--- config.mk ---
export PLATFORM = sky130hd
export DESIGN_NAME = display_scan_ctrl
export DESIGN_NICKNAME = d
export VERILOG_FILES = /design/src/rtl/display_scan_ctrl.sv
export SDC_FILE = /design/constraint.sdc
export NUM_CORES = 1
export LEC_CHECK = 0
export BUFFER_PORTS_ARGS = -buffer_cell sky130_fd_sc_hd__buf_2
export CORE_MARGIN = 8
export CORE_UTILIZATION = 45
export CTS_CLUSTER_SIZE = 14
export DETAILED_ROUTE_END_ITERATION = 10
export GPL_TIMING_DRIVEN = 0
export PLACE_DENSITY_LB_ADDON = 0.08
export SLEW_MARGIN = 0
export SYNTH_ARGS = -nofsm -noshare
export SYNTH_HDL_FRONTEND = slang
export SYNTH_SLANG_ARGS = --single-unit
--- constraint.sdc ---
create_clock -name clk -period 2.3 [get_ports clk]
set_clock_uncertainty 0.2 [all_clocks]
set_input_delay 0 -clock clk [delete_from_list [all_inputs] [get_ports clk]]
set_output_delay 0 -clock clk [all_outputs]
set_load 0.1 [all_outputs]
--- src/rtl/display_scan_ctrl.sv ---
// display_scan_ctrl: 16-bit up/down counter with a multiplexed four-digit
// hex display scanner, including optional leading-zero blanking.
module display_scan_ctrl #(
    parameter int SCAN_DIV = 50000,
    parameter int STEP_DIV = 50000000,
    parameter int LZB      = 1
) (
    input  logic        clk,
    input  logic        rst,
    input  logic        en,
    input  logic        up,
    input  logic        load,
    input  logic [15:0] load_val,
    output logic [15:0] count_val,
    output logic [3:0]  seg_code,
    output logic [3:0]  digit_sel
);

    localparam int SCAN_W = $clog2(SCAN_DIV);
    localparam int STEP_W = $clog2(STEP_DIV);
    localparam logic [SCAN_W-1:0] SCAN_MAX = SCAN_W'(SCAN_DIV - 1);
    localparam logic [STEP_W-1:0] STEP_MAX = STEP_W'(STEP_DIV - 1);

    logic [SCAN_W-1:0] scan_cnt;
    logic [STEP_W-1:0] step_cnt;
    logic [1:0]        idx;
    logic              scan_tick;
    logic              step_tick;
    logic [3:0]        nib;
    logic              upper_zero;
    logic              blank;
    logic [3:0]        next_seg;
    logic [3:0]        next_sel;

    assign scan_tick = (scan_cnt == SCAN_MAX);
    assign step_tick = en && (step_cnt == STEP_MAX);

    // Free-running scan prescaler; the digit index moves on each wrap and never reacts to load or en.
    always_ff @(posedge clk) begin
        if (rst) begin
            scan_cnt <= '0;
            idx      <= 2'd0;
        end else if (scan_tick) begin
            scan_cnt <= '0;
            idx      <= idx + 2'd1;
        end else begin
            scan_cnt <= scan_cnt + 1'b1;
        end
    end

    // Step prescaler and counter; a load wins over a coincident step, which is dropped rather than deferred.
    always_ff @(posedge clk) begin
        if (rst) begin
            step_cnt  <= '0;
            count_val <= 16'h0000;
        end else if (load) begin
            step_cnt  <= '0;
            count_val <= load_val;
        end else if (en) begin
            if (step_tick) begin
                step_cnt  <= '0;
                count_val <= up ? (count_val + 16'd1) : (count_val - 16'd1);
            end else begin
                step_cnt <= step_cnt + 1'b1;
            end
        end
    end

    // Select the active nibble and decide whether it is a leading zero to be blanked.
    always_comb begin
        nib        = count_val[3:0];
        upper_zero = 1'b0;
        case (idx)
            2'd0: begin
                nib        = count_val[3:0];
                upper_zero = 1'b0;
            end
            2'd1: begin
                nib        = count_val[7:4];
                upper_zero = (count_val[15:4] == 12'h000);
            end
            2'd2: begin
                nib        = count_val[11:8];
                upper_zero = (count_val[15:8] == 8'h00);
            end
            default: begin
                nib        = count_val[15:12];
                upper_zero = (count_val[15:12] == 4'h0);
            end
        endcase
        blank    = (LZB != 0) && upper_zero;
        next_seg = blank ? 4'h0 : nib;
        next_sel = blank ? 4'b1111 : ~(4'b0001 << idx);
    end

    // Register the display outputs so they follow idx and count_val by one cycle, glitch-free.
    always_ff @(posedge clk) begin
        if (rst) begin
            seg_code  <= 4'h0;
            digit_sel <= 4'b1110;
        end else begin
            seg_code  <= next_seg;
            digit_sel <= next_sel;
        end
    end

endmodule

==> results.toml <==
[setup_path]
r2r_cells = 7
slowest_stage = "dfxtp_4"
start_kind = "register"
worstReg2RegStart = "count_val[2]"
cp.arrival_ns = 2.29
critPathMaxFanout = 4
crit_path_end_kind = "register"
crit_start = "count_val[2]"
critical-path-max-stage-delay_ns = 0.37
path_cells = "ha_4 > nor2b_4 > o31a_1 > o31ai_4 > a21oi_2 > mux2i_1 > o311a_1"
r2r_end = "count_val[12]"
r2r_slack_ns = 0.03
required_ns = 2.33
critical_path_class = "reg -> reg"

[grt]
antenna_found_initial = 0
grt_pass1_vias = 3496
grt_pass1_wl_um = 17300
grt_max_degree = 15
grt_usage_pct = 18.2
gr-total-overflow = 0

[yosys]
ys.flop_type = "dfxtp_1"
synth.distinct_cells = 64
ys_async_sr_fraction_pct = 0
syn_area_um2 = 3910
ys_ff_latch = 68
netlist_instances = 465
ys_top_cells_by_count = "dfxtp_1, nor2_1, nand2_1, a21oi_1, xor2_1"
synth_nets = 508
syn_avg_cell_area_um2 = 8.41
yosys.area.top_type = "dfxtp_1"
synth_seq_area_share_pct = 34.8
yosys_warnings = 0
synth.most_common_cell = "dfxtp_1"
ys_top_cells_by_area = "dfxtp_1, ha_1, nor2_1"
synth_edf_count = 0
yosys.area.top_type_share_pct = 34.8

[cts]
cts_sinks = 68
clkTransAtPathRegs_ns = 0.07
cts_max_level = 3
clock-root-buffer = "clkbuf_8"
cts_tree = "built"
clkLatencyLatePin_ns = 0.34
numCtsBuffers = 9
clk_path_buf_depth = 2

[timing]
rsz0062_at_grt = "true"
fin_crit_ns = 2.27
slew_headroom_pct = 52.9
fmax_mhz = 441
finalSetupTns_ns = 0
fin_crit_sh_pct = 98.5
report.final.slew_viol_count = 0
final-hold-violation-count = 0
fin_ws_ns = 0.0347
setup_viol = 0
worst_slew_pin_slew_ns = 0.706

[cells_and_area]
fillers = 823
diodes = 0
area_growth_pct = 22.7
drive_above_1_share_pct = 21.9
layout.nets = 585

[power]
p_leak_nw = 1.91
irDropWorstVdd_uv = 293
p_per_area_nw_per_um2 = 568
power.total_mw = 2.73

[floorplanning]
start_util_pct = 45.5
fp.dieW_um = 109
io-pin-count = 45
coreArea_um2 = 8590
die_area_um2 = 11900
die_height_um = 109
num_rows = 34

[worst_hold_path]
whs_path_depth = 5
hold-path-endpoint = "count_val[1]"
holdCritPathClass = "in -> reg"
worstHoldStart = "up"

[route]
wl_met1_um = 5090
viasPerCell = 5.47
wl_per_cell_um = 15.9
drt-initial-drc-count = 167
via_count = 3584
ant_nets = 0
drc = 0
dr.pass1.iters = 4
met2_length_um = 4500
routed_wl_um = 10400
wl_met3_um = 732
top_layer_used = "met4"

[run]
cap_viol_max_count = 0

[placement]
dp_slack_ns = -0.310
gp_congestion = 0.883
dp.final_hpwl_um = 7490
portBuffers = 44

[status]
outcome = "complete, no violations"
[cell type report]
class / count / area [um2] / area share (%)
flip-flops and latches: 68 / 1420 / 29.5
clock buffers: 12 / 156 / 3.26
well taps: 108 / 135 / 2.81
repair buffers: 67 / 443 / 9.23
clock inverters: 4 / 21.3 / 0.443
plain buffers: 18 / 90.1 / 1.88
inverters: 17 / 63.8 / 1.33
multi-input cells: 361 / 2480 / 51.6
[per-stage QoR]
stage                     util, %  cells  hold slack (ns)  area, um2
after global routing         55.9    655            0.121       4800
after floorplan                 -    465          -0.0656       4000
after global placement       50.7    617           0.0491       4350
final                        55.9    655            0.104       4800
after CTS                    55.2    654           0.0960       4740
after detailed placement     50.7    617           0.0540       4350
[logic make-up (layout without fill, tap and decap cells)]
group	Yosys count	in the layout	share of synthesized area [%]
buf+inv	36	118	3.97
fa+ha+maj	22	22	7.23
flops	68	68	34.8
simple gates	201	201	27.4
xor+xnor	40	40	8.96
compound gates	93	93	16.3
mux	5	5	1.31
[flip-flops by register name (all words and copies together), names as in the netlist]
| signal | cells |
|---|---|
| count_val | 16 |
| digit_sel | 4 |
| idx | 2 |
| step_cnt | 26 |
| seg_code | 4 |
| scan_cnt | 16 |
[worst max-delay path by stage]
stage / slack, ns / endpoint
finish: 0.03 / count_val[12]
global placement: -0.31 / count_val[15]
global route: -0.06 / count_val[12]
floorplan: -0.006 / count_val[14]
detailed placement: -0.31 / count_val[15]
CTS: 0.04 / scan_cnt[5]
[critical path, delay by kind of cell, from the launching register on]
family                     cells  cell delay, ns
and+or+nand+nor                1            0.13
AOI/OAI and AO/OA              4            1.10
muxes                          1            0.14
adders and majority gates      1            0.22
DFF                            1            0.37
[power by group]
| part | internal, mW | switching, mW |
|---|---|---|
| clock | 0.454 | 0.467 |
| sequential | 1.20 | 0.0394 |
| combinational | 0.191 | 0.377 |
| total | 1.85 | 0.883 |
[metal layers]
| layer | track usage [%] | vias to the layer above |
|---|---|---|
| met2 | 27.1 | 95 |
| met5 | 0 | - |
| met1 | 25.4 | 1653 |
| met3 | 4.91 | 11 |
| met4 | 5.01 | 0 |
| li1 | - | 1825 |
[cell usage in the layout (no fill, tap or decap), drive strengths merged, types with 10 or more instances in the layout]
master	synthesis	layout
dfxtp	68	68
nor2	67	67
buf	8	56
nand2	37	37
a21oi	30	30
xor2	23	23
ha	21	21
clkbuf	11	21
dlygate4sd3	0	20
inv	17	18
xnor2	17	17
o21ai	17	17
nand3	16	16
nand4	12	12
and3	10	10
a211oi	10	10
[what timing repair did]
item / CTS / global route
buffers inserted: 1 / 2
hold buffers: 20 / 0
pin swaps: 1 / 6
gates resized for setup: 1 / 17
hold endpoints to repair: 24 / 0
setup endpoints to repair: 4 / 24
Note: power is estimated with default switching activity, not from simulation.
